[src/rtl/fp_mul_pkg.sv]
// Shared types and constants for the parametrised floating-point multiplier.
package fp_mul_pkg;

    typedef enum logic [2:0] {
        ST_IDLE   = 3'd0,
        ST_UNPACK = 3'd1,
        ST_MULT   = 3'd2,
        ST_NORM   = 3'd3,
        ST_ROUND  = 3'd4,
        ST_OUT    = 3'd5
    } fp_mul_state_t;

    localparam logic [2:0] EXC_NONE = 3'b000;
    localparam logic [2:0] EXC_UNF  = 3'b001;
    localparam logic [2:0] EXC_OVF  = 3'b010;
    localparam logic [2:0] EXC_INV  = 3'b011;
    localparam logic [2:0] EXC_INX  = 3'b101;

    localparam logic [1:0] RND_RNE = 2'b00;
    localparam logic [1:0] RND_RTZ = 2'b01;
    localparam logic [1:0] RND_RUP = 2'b10;
    localparam logic [1:0] RND_RDN = 2'b11;

    function automatic int fp_width(input int exp_w, input int man_w);
        return 1 + exp_w + man_w;
    endfunction

    function automatic int fp_bias(input int exp_w);
        return (1 << (exp_w - 1)) - 1;
    endfunction

endpackage

[src/rtl/mant_mul_seq.sv]
// Radix-2 shift-add unsigned multiplier; the first partial product is folded
// into the start cycle so done pulses exactly N cycles after start.
module mant_mul_seq #(
    parameter int N = 24
) (
    input  logic             CLK,
    input  logic             RST,
    input  logic             start,
    input  logic [N-1:0]     a,
    input  logic [N-1:0]     b,
    output logic             done,
    output logic [2*N-1:0]   product
);

    localparam int CW = $clog2(N);

    logic [N-1:0]   mcand;
    logic [2*N-1:0] acc;
    logic [CW-1:0]  cnt;
    logic           running;
    logic           done_q;

    // {hi, lo}: add multiplicand into hi when lo[0] is set, then shift right by one
    function automatic logic [2*N-1:0] shift_add(input logic [2*N-1:0] p, input logic [N-1:0] m);
        logic [N:0] s;
        s = {1'b0, p[2*N-1:N]} + (p[0] ? {1'b0, m} : {(N+1){1'b0}});
        return {s, p[N-1:1]};
    endfunction

    always_ff @(posedge CLK) begin
        if (RST) begin
            mcand   <= '0;
            acc     <= '0;
            cnt     <= '0;
            running <= 1'b0;
            done_q  <= 1'b0;
        end else begin
            done_q <= 1'b0;
            if (start) begin
                acc     <= shift_add({{N{1'b0}}, b}, a);
                mcand   <= a;
                cnt     <= CW'(N - 1);
                running <= 1'b1;
            end else if (running) begin
                acc <= shift_add(acc, mcand);
                cnt <= cnt - 1'b1;
                if (cnt == CW'(1)) begin
                    running <= 1'b0;
                    done_q  <= 1'b1;
                end
            end
        end
    end

    assign done    = done_q;
    assign product = acc;

endmodule

[src/rtl/fp_mul_param.sv]
// Parametrised floating-point multiplier controller with handshake in/out.
// state  | meaning
// IDLE   | ready for operands
// UNPACK | classify operands, resolve specials or start multiply
// MULT   | wait for mantissa product
// NORM   | normalise product, extract guard/sticky
// ROUND  | round, range-check, build result
// OUT    | hold result until consumer accepts
module fp_mul_param
    import fp_mul_pkg::*;
#(
    parameter int EXP_W = 8,
    parameter int MAN_W = 23
) (
    input  logic                   CLK,
    input  logic                   RST,
    input  logic [EXP_W+MAN_W:0]   Datain1,
    input  logic [EXP_W+MAN_W:0]   Datain2,
    input  logic [1:0]             Rnd,
    input  logic                   Data_valid,
    output logic                   Data_ready,
    output logic [EXP_W+MAN_W:0]   Dataout,
    output logic                   Dataout_valid,
    input  logic                   Dataout_ready,
    output logic [2:0]             Exc,
    output logic                   Busy
);

    localparam int W  = fp_width(EXP_W, MAN_W);
    localparam int N  = MAN_W + 1;
    localparam int EW = EXP_W + 2;
    localparam logic signed [EW-1:0] BIAS_S   = EW'(fp_bias(EXP_W));
    localparam logic signed [EW-1:0] EXP_MAX  = EW'((1 << EXP_W) - 1);
    localparam logic signed [EW-1:0] EXP_ZERO = '0;
    localparam logic [EXP_W-1:0]     EXP_ONES = '1;

    fp_mul_state_t state;

    logic [W-1:0]          op1, op2;
    logic [1:0]            rnd_q;
    logic                  sign_q;
    logic signed [EW-1:0]  exp_q;
    logic [2*N-1:0]        prod_q;
    logic [MAN_W-1:0]      frac_q;
    logic                  g_q, s_q;
    logic [W-1:0]          dout_q;
    logic                  dout_valid_q;
    logic [2:0]            exc_q;

    logic                  mul_start, mul_done;
    logic [2*N-1:0]        mul_prod;

    logic [EXP_W-1:0]      e1, e2;
    logic [MAN_W-1:0]      f1, f2;
    logic                  nan1, nan2, inf1, inf2, zero1, zero2, special, sign_u;
    logic signed [EW-1:0]  exp_sum;
    logic [W-1:0]          spc_res;
    logic [2:0]            spc_exc;

    assign e1 = op1[W-2 -: EXP_W];
    assign e2 = op2[W-2 -: EXP_W];
    assign f1 = op1[MAN_W-1:0];
    assign f2 = op2[MAN_W-1:0];

    // Denormals (exp=0) are folded into zero
    assign nan1    = (e1 == EXP_ONES) && (f1 != '0);
    assign nan2    = (e2 == EXP_ONES) && (f2 != '0);
    assign inf1    = (e1 == EXP_ONES) && (f1 == '0);
    assign inf2    = (e2 == EXP_ONES) && (f2 == '0);
    assign zero1   = (e1 == '0);
    assign zero2   = (e2 == '0);
    assign special = nan1 | nan2 | inf1 | inf2 | zero1 | zero2;
    assign sign_u  = op1[W-1] ^ op2[W-1];
    assign exp_sum = $signed({2'b00, e1}) + $signed({2'b00, e2}) - BIAS_S;

    always_comb begin
        spc_res = '0;
        spc_exc = EXC_NONE;
        if (nan1 || nan2 || (inf1 && zero2) || (zero1 && inf2)) begin
            spc_res = {1'b0, EXP_ONES, 1'b1, {(MAN_W-1){1'b0}}};
            spc_exc = EXC_INV;
        end else if (inf1 || inf2) begin
            spc_res = {sign_u, EXP_ONES, {MAN_W{1'b0}}};
        end else begin
            spc_res = {sign_u, {(W-1){1'b0}}};
        end
    end

    assign mul_start = (state == ST_UNPACK) && !special;

    mant_mul_seq #(.N(N)) u_mant_mul (
        .CLK     (CLK),
        .RST     (RST),
        .start   (mul_start),
        .a       ({1'b1, f1}),
        .b       ({1'b1, f2}),
        .done    (mul_done),
        .product (mul_prod)
    );

    // Product of two [1,2) mantissas lies in [1,4); align the leading one to the top
    logic [2*N-2:0]   norm_p;
    logic [MAN_W-1:0] frac_n;
    logic             g_n, s_n;

    assign norm_p = prod_q[2*N-1] ? prod_q[2*N-2:0] : {prod_q[2*N-3:0], 1'b0};
    assign frac_n = norm_p[2*N-2 -: MAN_W];
    assign g_n    = norm_p[2*N-2-MAN_W];
    assign s_n    = |norm_p[2*N-3-MAN_W:0];

    logic                 round_up, ovf_inf;
    logic [MAN_W:0]       frac_sum;
    logic signed [EW-1:0] exp_r;
    logic [W-1:0]         rnd_res;
    logic [2:0]           rnd_exc;

    always_comb begin
        round_up = 1'b0;
        case (rnd_q)
            RND_RNE: round_up = g_q & (frac_q[0] | s_q);
            RND_RTZ: round_up = 1'b0;
            RND_RUP: round_up = !sign_q & (g_q | s_q);
            default: round_up = sign_q & (g_q | s_q);
        endcase
    end

    assign frac_sum = {1'b0, frac_q} + {{MAN_W{1'b0}}, round_up};
    assign exp_r    = frac_sum[MAN_W] ? exp_q + EW'(1) : exp_q;
    assign ovf_inf  = (rnd_q == RND_RNE) || ((rnd_q == RND_RUP) && !sign_q) ||
                      ((rnd_q == RND_RDN) && sign_q);

    always_comb begin
        rnd_res = '0;
        rnd_exc = EXC_NONE;
        if (exp_r >= EXP_MAX) begin
            rnd_exc = EXC_OVF;
            rnd_res = ovf_inf ? {sign_q, EXP_ONES, {MAN_W{1'b0}}}
                              : {sign_q, {(EXP_W-1){1'b1}}, 1'b0, {MAN_W{1'b1}}};
        end else if (exp_r <= EXP_ZERO) begin
            rnd_exc = EXC_UNF;
            rnd_res = {sign_q, {(W-1){1'b0}}};
        end else begin
            rnd_exc = (g_q | s_q) ? EXC_INX : EXC_NONE;
            rnd_res = {sign_q, exp_r[EXP_W-1:0], frac_sum[MAN_W-1:0]};
        end
    end

    always_ff @(posedge CLK) begin
        if (RST) begin
            state        <= ST_IDLE;
            op1          <= '0;
            op2          <= '0;
            rnd_q        <= RND_RNE;
            sign_q       <= 1'b0;
            exp_q        <= '0;
            prod_q       <= '0;
            frac_q       <= '0;
            g_q          <= 1'b0;
            s_q          <= 1'b0;
            dout_q       <= '0;
            dout_valid_q <= 1'b0;
            exc_q        <= EXC_NONE;
        end else begin
            case (state)
                ST_IDLE: begin
                    if (Data_valid && Data_ready) begin
                        op1   <= Datain1;
                        op2   <= Datain2;
                        rnd_q <= Rnd;
                        state <= ST_UNPACK;
                    end
                end
                ST_UNPACK: begin
                    sign_q <= sign_u;
                    if (special) begin
                        dout_q       <= spc_res;
                        exc_q        <= spc_exc;
                        dout_valid_q <= 1'b1;
                        state        <= ST_OUT;
                    end else begin
                        exp_q <= exp_sum;
                        state <= ST_MULT;
                    end
                end
                ST_MULT: begin
                    if (mul_done) begin
                        prod_q <= mul_prod;
                        state  <= ST_NORM;
                    end
                end
                ST_NORM: begin
                    frac_q <= frac_n;
                    g_q    <= g_n;
                    s_q    <= s_n;
                    if (prod_q[2*N-1])
                        exp_q <= exp_q + EW'(1);
                    state <= ST_ROUND;
                end
                ST_ROUND: begin
                    dout_q       <= rnd_res;
                    exc_q        <= rnd_exc;
                    dout_valid_q <= 1'b1;
                    state        <= ST_OUT;
                end
                ST_OUT: begin
                    if (Dataout_ready) begin
                        dout_valid_q <= 1'b0;
                        exc_q        <= EXC_NONE;
                        state        <= ST_IDLE;
                    end
                end
                default: state <= ST_IDLE;
            endcase
        end
    end

    assign Data_ready    = (state == ST_IDLE) && !RST;
    assign Busy          = (state != ST_IDLE);
    assign Dataout       = dout_q;
    assign Dataout_valid = dout_valid_q;
    assign Exc           = exc_q;

endmodule

[config.mk]
export PLATFORM = sky130hd
export DESIGN_NAME = fp_mul_param
export DESIGN_NICKNAME = d
export VERILOG_FILES = /design/src/rtl/fp_mul_pkg.sv /design/src/rtl/mant_mul_seq.sv /design/src/rtl/fp_mul_param.sv
export SDC_FILE = /design/constraint.sdc
export NUM_CORES = 1
export LEC_CHECK = 0
export CAP_MARGIN = 20
export CORE_MARGIN = 2
export CORE_UTILIZATION = 53
export CTS_BUF_LIST = sky130_fd_sc_hd__clkbuf_8 sky130_fd_sc_hd__clkbuf_16
export DETAILED_ROUTE_END_ITERATION = 7
export PLACE_DENSITY = 0.85
export SLEW_MARGIN = 10
export SYNTH_ARGS = -nofsm -noshare
export SYNTH_HDL_FRONTEND = slang
export SYNTH_SLANG_ARGS = --single-unit
[constraint.sdc]
create_clock -name CLK -period 3.4 [get_ports CLK]
set_input_delay 1.02 -clock CLK [delete_from_list [all_inputs] [get_ports CLK]]
set_output_delay 1.02 -clock CLK [all_outputs]
set_load 0.1 [all_outputs]
# Word level (Yosys, flattened, before mapping)

Index checks and enable logic that the tools add are counted.

Add/subtract/negate cells: 6
Order comparisons: 2
Equal/unequal tests: 17
Mux-type cells: 37
Bitwise operators: 12
Reductions and logical operators: 42

Operators by type and width:

| cell                                                                    | count |
|---|---|
| 48-bit two-way mux                                                      | 2 |
| 31-bit two-way mux                                                      | 3 |
| 24-bit two-way mux                                                      | 3 |
| 32-bit two-way mux                                                      | 2 |
| 32-bit one-hot mux with 2 select lines                                  | 1 |
| 47-bit two-way mux                                                      | 1 |
| 23-bit zero test                                                        | 2 |
| 23-bit nonzero test                                                     | 2 |
| 10-bit two-way mux                                                      | 3 |
| 24-bit by 25-bit adder with 25-bit output                               | 1 |
| 23-bit by 1-bit adder with 24-bit output                                | 1 |
| 3-bit two-way mux                                                       | 8 |
| 23-bit OR reduction                                                     | 1 |
| 10-bit one-hot mux with 2 select lines                                  | 1 |
| 3-bit one-hot mux with 6 select lines                                   | 1 |
| 8-bit == test (second input constant)                                   | 2 |
| 8-bit zero test                                                         | 2 |
| 1-bit logical AND                                                       | 11 |
| 10-bit by 2-bit adder with 10-bit output (second input constant)        | 1 |
| 10-bit by 9-bit >= comparator with 1-bit output (second input constant) | 1 |
| 10-bit by 1-bit <= comparator with 1-bit output (second input constant) | 1 |
| 5-bit two-way mux                                                       | 2 |
| 2-bit != test (second input constant)                                   | 5 |
| 9-bit by 7-bit subtractor with 10-bit output (second input constant)    | 1 |
| other kinds (27)                                                        | 58 |

Register bits after elaboration: 268
Input bits: 70
Output and inout bits: 38
Word-level logic and storage cells: 135

# Longest topological paths before layout

Gate-level depths: netlist of the first run.

Depth in word-level cells: 10
Mapped depth: 17
Depth with buffers taken out: 15

# By module

Synthesis of the first run repeated with hierarchy kept, for this count alone.

Cells, all modules: 1663
Area total of the unflattened synthesis: 13969.6 sq um

Modules (own cells, without submodules):

| module       | instances | cells an instance | area an instance (sq um) | seq. area each (sq um) |
|---|---|---|---|---|
| fp_mul_param | 1         | 1075              | 9013.6                   | 3783.6 |
| mant_mul_seq | 1         | 588               | 4956.0                   | 1581.5 |

# Worst setup path after synthesis of the first run

Ideal clock, no wire load.

Path type: reg2reg
From: register state[2]
To: register op2[0]
Library setup time: 0.132 ns
Data arrival time: 3.635 ns
Data required time: 3.268 ns
Path slack: -0.367 ns
Stages on the path, launching flop included: 8
Path buffers: 3
Period minus slack after synthesis: 3.767 ns
Cell sequence: dfxtp_1 > clkbuf_1 > or3_1 > nor2_1 > and2_1 > clkbuf_1 > clkbuf_1 > o21ai_0

Longest elaborated chain between the ends: 4

RTL lines:

| item                          | line                | source |
|---|---|---|
| from (decl)                   | fp_mul_param.sv:37  | `fp_mul_state_t state;` |
| from (signal assigned)        | fp_mul_param.sv:150 | `state <= ST_IDLE;` |
| from (signal assigned)        | fp_mul_param.sv:170 | `state <= ST_UNPACK;` |
| from (signal assigned)        | fp_mul_param.sv:179 | `state <= ST_OUT;` |
| 3-bit zero test               | fp_mul_param.sv:217 | `assign Data_ready = (state == ST_IDLE) && !RST;` |
| 1-bit logical AND             | fp_mul_param.sv:217 |  |
| named net Data_ready          | fp_mul_param.sv:21  | `output logic Data_ready,` |
| 1-bit logical AND             | fp_mul_param.sv:166 | `if (Data_valid && Data_ready) begin` |
| 2-bit AND reduction (no line) | --                  |  |
| to (signal assigned)          | fp_mul_param.sv:168 | `op2 <= Datain2;` |
| to (decl)                     | fp_mul_param.sv:39  | `logic [W-1:0] op1, op2;` |

The timed path passes the listed nets, and every way through them passes these cells.
A chain may end at the register's enable or synchronous reset.

# Worst setup path after layout of the first run

From: register rnd_q[1]
To: register dout_q[6] (netlist: Dataout[6])

Longest elaborated chain between the ends: 8
Elaborated cells on any way between the ends: 17
Those cells by class: add/sub (1); order compare (2); eq/ne (3); mux (6); reduce/logical (5)

RTL lines:

| item                                            | line                                     | source |
|---|---|---|
| from (decl)                                     | fp_mul_param.sv:40                       | `logic [1:0] rnd_q;` |
| from (signal assigned)                          | fp_mul_param.sv:169                      | `rnd_q <= Rnd;` |
| 2-bit == test (tied with other cells)           | fp_mul_param.sv:119, fp_mul_param.sv:129 |  |
| 1-bit one-hot mux with 3 select lines           | fp_mul_param.sv:119                      | `case (rnd_q)` |
| 23-bit by 1-bit adder with 24-bit output        | fp_mul_param.sv:127                      | `assign frac_sum = {1'b0, frac_q} + {{MAN_W{1'b0}}, round_up};` |
| 10-bit two-way mux                              | fp_mul_param.sv:128                      | `assign exp_r = frac_sum[MAN_W] ? exp_q + EW'(1) : exp_q;` |
| 10-bit by 1-bit <= comparator with 1-bit output | fp_mul_param.sv:139                      | `end else if (exp_r <= EXP_ZERO) begin` |
| 31-bit two-way mux                              | fp_mul_param.sv:139                      |  |
| 31-bit two-way mux *                            | fp_mul_param.sv:135                      | `if (exp_r >= EXP_MAX) begin` |
| 32-bit one-hot mux with 2 select lines *        | fp_mul_param.sv:164                      | `case (state)` |
| to (signal assigned)                            | fp_mul_param.sv:176                      | `dout_q <= spc_res;` |
| to (signal assigned)                            | fp_mul_param.sv:200                      | `dout_q <= rnd_res;` |
| to (decl)                                       | fp_mul_param.sv:46                       | `logic [W-1:0] dout_q;` |

Mark *: on every way between the ends. The rest lies on a longest branch, timed or not.

==> results of run 1 <==
[layout make-up]
| cell class | instances | area [um2] |
|---|---|---|
| Fill cell | 2008 | 8870 |
| Multi-Input combinational cell | 1226 | 7350 |
| Sequential cell | 268 | 5370 |
| Timing Repair Buffer | 141 | 1310 |
| Clock buffer | 34 | 795 |
| Tap cell | 324 | 405 |
| Clock inverter | 18 | 183 |
| Inverter | 28 | 105 |
[synth_stat cells (all sizes together), types with 2 or more instances]
library cell,count
nand2,343
dfxtp,268
a21oi,140
nor2,119
nand3,88
clkbuf,86
a211oi,68
mux2i,51
ha,45
xnor2,38
o21ai,34
and2,31
buf,29
inv,28
a221o,23
and3,21
nor4,20
nor3,19
a31oi,17
nand4,16
xor2,15
a21o,13
o21a,12
or3,12
nor2b,10
o31ai,9
and4,8
a221oi,7
nand2b,5
o211ai,5
o22ai,5
or2,5
o21bai,4
o31a,4
or4,4
a311oi,3
mux2,3
a2111oi,2
a211o,2
fa,2
nand3b,2
nor4b,2
o211a,2
o221a,2
o32ai,2
[cells by family (layout without fill, tap and decap cells)]
| group | after synthesis | after routing | share of synthesized area (%) |
|---|---|---|---|
| flip-flops | 268 | 268 | 40.6 |
| XOR/XNOR | 53 | 53 | 3.52 |
| buffers and inverters | 143 | 221 | 4.61 |
| multiplexers | 54 | 54 | 4.12 |
| AO/OA/AOI/OAI | 361 | 362 | 18.0 |
| adder cells (fa/ha/maj) | 47 | 47 | 4.57 |
| AND/OR/NAND/NOR | 709 | 710 | 24.6 |
[worst max-delay path, delay by kind of cell, from the launching register on]
family                   cells  cell delay (ns)
buffers and inverters        2             0.39
flip-flops                   1             0.34
AO/OA/AOI/OAI                4             0.44
AND/OR/NAND/NOR              7             1.46
XOR/XNOR                     1             0.28
adder cells (fa/ha/maj)      2             0.44
[metrics by stage]
step | setup slack (ns) | setup TNS [ns] | hold WS (ns) | cell area [um2]
6_report | -0.0168 | -0.0238 | 0.453 | 15500
5_1_grt | -0.111 | -1.85 | 0.473 | 15500
2_1_floorplan | 0.0169 | 0 | 0.432 | 13200
3_5_place_dp | -0.00647 | -0.00647 | 0.445 | 14400
4_1_cts | 0.00700 | 0 | 0.453 | 15400
3_3_place_gp | 0.0717 | 0 | 0.439 | 14400
[where the power goes]
part	switching (mW)	internal, mW	total [mW]
registers	0.413	3.54	3.95
clock network	1.28	1.89	3.17
logic	1.64	0.896	2.54
[metal layers]
layer | vias to the layer above | global-route usage [%]
met5 | - | 0
li1 | 5884 | -
met3 | 77 | 3.42
met4 | 0 | 7.40
met1 | 5607 | 34.0
met2 | 415 | 40.7
[worst min-delay path by stage]
stage,to,slack [ns],from,cells past startpoint
floorplan,u_mant_mul.mcand[0]$_SDFFE_PP0P_,0.43,u_mant_mul.mcand[0]$_SDFFE_PP0P_,2
global placement,u_mant_mul.mcand[17]$_SDFFE_PP0P_,0.44,u_mant_mul.mcand[17]$_SDFFE_PP0P_,2
detailed placement,u_mant_mul.mcand[16]$_SDFFE_PP0P_,0.44,u_mant_mul.mcand[16]$_SDFFE_PP0P_,2
CTS,u_mant_mul.mcand[16]$_SDFFE_PP0P_,0.45,u_mant_mul.mcand[16]$_SDFFE_PP0P_,2
global route,u_mant_mul.mcand[18]$_SDFFE_PP0P_,0.47,u_mant_mul.mcand[18]$_SDFFE_PP0P_,2
finish,u_mant_mul.mcand[15]$_SDFFE_PP0P_,0.45,u_mant_mul.mcand[15]$_SDFFE_PP0P_,2
[registers in the layout (all words and copies together), names as in the netlist, 2 cells and up]
name	flops
u_mant_mul.product	48
op1	32
exp_q	10
u_mant_mul.mcand	24
u_mant_mul.cnt	5
op2	32
state	3
Exc	3
Dataout	32
prod_q	48
frac_q	23
rnd_q	2
[repair_timing]
item                                   in CTS  in global routing
pin swaps                                   0                  9
gates cloned                                0                  4
endpoints found under the hold margin       0                  0
setup endpoints to repair                   5                 37
setup buffers                               0                  3
resized for setup                           1                 24
==> metrics.md, run 1 <==
| Metric | Value |
|---|---|
| Largest net degree at the start of global routing | `169` |
| Flop2flop setup slack | `-0.02 ns` |
| Min Tclk post-route | `3.42 ns` |
| Port bufs | `about 110` |
| Met2 Wirelength | `15.8 mm` |
| Max Fclk | `293 MHz` |
| CP cell instances | `nor2b_4 > ha_4 > nor2b_4 > a21oi_2 > o22ai_2 > ha_2 > and4_4 > nand4_4 > or2_4 > buf_4 > nor2_2 > xor2_2 > a21oi_4 > nor4_4 > clkbuf_16 > a221o_1` |
| CTS Buf Count | `28` |
| RePlAce Congestion | `around 0.91` |
| Initial antenna violation count | `0` |
| Seq/Total Area, Yosys | `40.6%` |
| Post-Route M1 WL | `15.2 mm` |
| Syn Inst Count | `between 1500 and 2000` |
| Crit start category | `flip-flop` |
| DRT Pass-1 Iters | `5` |
| DP Cell Count | `1980` |
| Syn Nets | `1752` |
| Fraction of layout cells with a size suffix above 1 | `just over 10%` |
| Synth warnings | `0` |
| Slew HR | `44.4%` |
| Actual slew at the worst max-slew pin | `0.834 ns` |
| Critical path class | `reg2reg` |
| Synth Register Bits | `about 270` |
| RSZ-0062 raised after global routing | `true` |
| CP max FO | `6` |
| R2r worst-path depth | `16` |
| Final worst slack | `-0.0168 ns` |
| Vias/cell | `~6` |
| Leading area contributor after synthesis | `dfxtp_1` |
| CTS clk-pin slew, worst paths | `approximately 0.060 ns` |
| Worst vdd ir | `0.402 mV` |
| ANT nets after route | `0` |
| Critical R2R Launch | `rnd_q[1]$_SDFFE_PP0P_` |
| CTS sink cnt | `268` |
| Slew Viols, Final | `0` |
| Post-synth top area share | `40.6%` |
| Reg-to-reg endpoint | `Dataout[6]$_SDFFE_PP0P_` |
| Finished Layout Cells | `2039` |
| Area grow syn2layout | `17.6%` |
| WL per Instance | `~17 um` |
| Total Die Area | `26200 um2` |
| Max cap viols | `0` |
| Final Cycle Share | `100%` |
| Skew final | `0.00953 ns` |
| Crit. Startpoint | `rnd_q[1]$_SDFFE_PP0P_` |
| Outcome | `complete, but fails checks` |
| Synth Cell Area | `13200 um2` |
| DRC | `0` |
| Setup violators final | `2` |
| CTS root buffer | `clkbuf_16` |
| Synth Area per Inst | `8.08 um2` |
| Remaining global-route overflow | `0` |
| Total wire length | `33.9 mm` |
| Critical Path End | `Dataout[6]$_SDFFE_PP0P_` |
| CTS tree | `yes` |
| Required time of the critical path | `3.89 ns` |
| Core Region | `24400 um2` |
| Routed wl met3 | `2.08 mm` |
| Ant. Diodes | `0` |
| P per Cell Area | `622 nW/um2` |
| Hold Buf Count CTS | `0` |
| Total power draw | `about 9.7 mW` |
| Vias in the first global route | `11008` |
| Initial Util | `54.1%` |
| Ys flop type | `dfxtp_1` |
| Final #Nets | `roughly 1800` |
| Final Hold Viols | `0` |
| Top cell by count, worst path | `nor2b_4` |
| HP Class | `reg2reg` |
| Die height | `162 um` |
| First-pass GRT wire length | `54.6 mm` |
| Static Leak | `6.07 nW` |
| Via count | `between 10000 and 15000` |
| Post-DP HPWL | `between 20 and 25 mm` |
| # IOs | `108` |
| Gr usage total | `24.8%` |
| Die X | `between 150 and 200 um` |
| CP arrival | `3.90 ns` |
| Htree depth | `1` |
| Row Count | `57` |
| DR top layer | `met4` |
| Library cells used by synthesis | `75` |
| Crit path capture type | `flip-flop` |
| Failing checks | `negative setup slack` |
| CP max stage delay | `around 0.38 ns` |
| Area contributors post-synth | `dfxtp_1 (41%), nand2_1 (9.8%), a21oi_1 (5.2%)` |
| Max Root-Sink Buffers | `3` |
| Commonest non-fill, non-tap cell in the layout | `nand2_1` |
| EDFF count, synth | `0` |
| Async SR Flop Fraction | `0%` |
| Most frequent cells in the layout | `nand2_1 (341), dfxtp_1 (263), a21oi_1 (136), nor2_1 (117), nand3_1 (87)` |
| Clk_lat worst skew | `0.55 ns` |
| Final Util | `between 60% and 70%` |
| Initial DRC count | `around 1200` |
| Critical Path Slowest Stage Cell | `nor4_4` |
Power figures use the tool's default switching activity.
==> inputs of run 2 (changes only) <==
--- a/config.mk
+++ b/config.mk
@@ -5,12 +5,13 @@
 export SDC_FILE = /design/constraint.sdc
 export NUM_CORES = 1
 export LEC_CHECK = 0
-export CAP_MARGIN = 20
+export CAP_MARGIN = 25
 export CORE_MARGIN = 2
 export CORE_UTILIZATION = 53
 export CTS_BUF_LIST = sky130_fd_sc_hd__clkbuf_8 sky130_fd_sc_hd__clkbuf_16
 export DETAILED_ROUTE_END_ITERATION = 7
 export PLACE_DENSITY = 0.85
+export SKIP_LAST_GASP = 1
 export SLEW_MARGIN = 10
 export SYNTH_ARGS = -nofsm -noshare
 export SYNTH_HDL_FRONTEND = slang
==> run 2 against run 1 <==
  * The flow still finishes with violations (negative setup slack)
  * Critical path type unchanged
  * Clock-buffer cell count is the same
  * Sequential share of layout area is essentially flat
  * Wire length is essentially flat
  * Non-clock buffer count is the same
  * Largest cell class unchanged
  * Global-route usage is the same
  * Via count is essentially flat
==> metrics.md, run 2 (synthesis results as in run 1) <==
| Metric | Value |
|---|---|
| Outcome | `complete, but fails checks` |
| Failing checks | `negative setup slack` |
| First-pass GRT wire length | `around 55 mm` |
| Remaining global-route overflow | `0` |
| Total wire length | `~34 mm` |
| WL per Instance | `roughly 17 um` |
| Via count | `11975` |
| Initial DRC count | `1165` |
| Vias in the first global route | `11008` |
| Die X | `162 um` |
| Largest net degree at the start of global routing | `between 150 and 200` |
| Max Fclk | `294 MHz` |
| Final Hold Viols | `0` |
| Static Leak | `6.07 nW` |
| Final Util | `a little under two thirds` |
| Clk_lat worst skew | `0.55 ns` |
| Met2 usage | `40.7%` |
| ANT nets after route | `0` |
| Crit path capture type | `flip-flop` |
| CTS tree | `yes` |
| Worst vdd ir | `between 0.4 and 0.5 mV` |
| Internal power | `about 6.3 mW` |
| Clock share of power | `32.8%` |
| Fraction of layout cells with a size suffix above 1 | `10.1%` |
| Met3 GRT Util | `about 3.4%` |
| Row Count | `57` |
| Sequential power share | `roughly two fifths` |
| Required time of the critical path | `between 3 and 4 ns` |
| HP Class | `reg2reg` |
| Setup violators final | `1` |
| CTS root buffer | `clkbuf_16` |
| Final #Nets | `approximately 1800` |
| Htree depth | `1` |
| Skew final | `around 0.011 ns` |
| Max cap viols | `0` |
| CTS Buf Count | `28` |
| Gr usage total | `24.8%` |
| Area grow syn2layout | `17.5%` |
| Port bufs | `107` |
| Comb power frac | `26.3%` |
| P per Cell Area | `622 nW/um2` |
| Initial Util | `54.1%` |
| Final Cycle Share | `100%` |
| Crit start category | `flip-flop` |
| Post-DP HPWL | `23.0 mm` |
| CP arrival | `~4 ns` |
| Slew Viols, Final | `0` |
| CTS sink cnt | `268` |
| Vias/cell | `5.87` |
| Gr busiest metal | `met2` |
| Die height | `162 um` |
| P_sw | `around 3.3 mW` |
| Final worst slack | `-0.00311 ns` |
| RePlAce Congestion | `0.913` |
| Min Tclk post-route | `3.40 ns` |
| Total Die Area | `26200 um2` |
| RSZ-0062 raised after global routing | `true` |
| Net Sw Frac | `34.5%` |
| Slew HR | `43.2%` |
| Met1 global-route usage | `34.0%` |
| Commonest non-fill, non-tap cell in the layout | `nand2_1` |
| Initial antenna violation count | `0` |
| CTS clk-pin slew, worst paths | `about 0.060 ns` |
| Actual slew at the worst max-slew pin | `between 0.8 and 0.9 ns` |
| Critical path class | `reg2reg` |
| DRT Pass-1 Iters | `5` |
| DRC | `0` |
| Ant. Diodes | `0` |
| Total power draw | `approximately 9.7 mW` |
| # IOs | `108` |
| CP max FO | `6` |
| Max Root-Sink Buffers | `3` |
| Most frequent cells in the layout | `nand2_1 (341), dfxtp_1 (263), a21oi_1 (136), nor2_1 (117), nand3_1 (87)` |
| Core Region | `24400 um2` |
| TNS Setup | `-0.00311 ns` |
[run 2: metrics by stage]
step / instance area, um2 / instances / worst slack, ns / hold slack [ns]
after floorplan: 13200 / 1635 / 0.0169 / 0.432
after global placement: 14400 / 1979 / 0.0717 / 0.439
after detailed placement: 14400 / 1980 / -0.00647 / 0.445
after CTS: 15400 / 2032 / -0.0211 / 0.453
after global routing: 15500 / 2039 / -0.111 / 0.473
final: 15500 / 2039 / -0.00311 / 0.453
[run 2: layer usage]
metal / wire (um) / up-vias
li1: - / 5893
met1: 15200 / 5600
met2: 15800 / 408
met3: 2040 / 74
met4: 872 / 0
met5: 0 / -
[run 2: power by group through the flow]
stage                     combinational [mW]  sequential [mW]  clock, mW
final                                   2.54             3.95       3.17
after global routing                    2.77             4.00       3.33
after CTS                               2.48             3.93       3.19
after detailed placement                2.46             4.00          0
after global placement                  2.40             3.98          0
after floorplan                         1.56             4.18          0
[run 2: final timing paths]
| kind | start | end | slack, ns | depth (start not counted) |
|---|---|---|---|---|
| max | rnd_q[1]$_SDFFE_PP0P_ | Dataout[6]$_SDFFE_PP0P_ | -0.003 | 16 |
| min | u_mant_mul.mcand[15]$_SDFFE_PP0P_ | u_mant_mul.mcand[15]$_SDFFE_PP0P_ | 0.45 | 2 |
| max reg2reg | rnd_q[1]$_SDFFE_PP0P_ | Dataout[6]$_SDFFE_PP0P_ | -0.003 | 16 |
| min reg2reg | u_mant_mul.mcand[15]$_SDFFE_PP0P_ | u_mant_mul.mcand[15]$_SDFFE_PP0P_ | 0.45 | 2 |
[run 2: worst max-delay path, cell delays in order (launching register included)]
cell and delay (ns):
dfxtp_2 0.33, nor2b_4 0.16, ha_4 0.22, nor2b_4 0.13
a21oi_2 0.05, o22ai_2 0.18, ha_2 0.22, and4_4 0.25
nand4_4 0.11, or2_4 0.28, buf_4 0.16, nor2_2 0.14
xor2_2 0.28, a21oi_4 0.10, nor4_4 0.38, clkbuf_16 0.24
a221o_1 0.11
[run 2: layout make-up]
type	instances	area, um2
clock inverter	18	183
timing repair buffer	141	1310
tap	324	405
fill	2011	8870
sequential	268	5370
inverter	28	105
multi-input combinational	1226	7350
clock buffer	34	795
[run 2: what timing repair did]
item	CTS	global route
gates resized for setup	0	24
pin swaps	0	9
hold buffers	0	0
buffers inserted	0	3
setup endpoints to repair	5	37
gates cloned	0	4
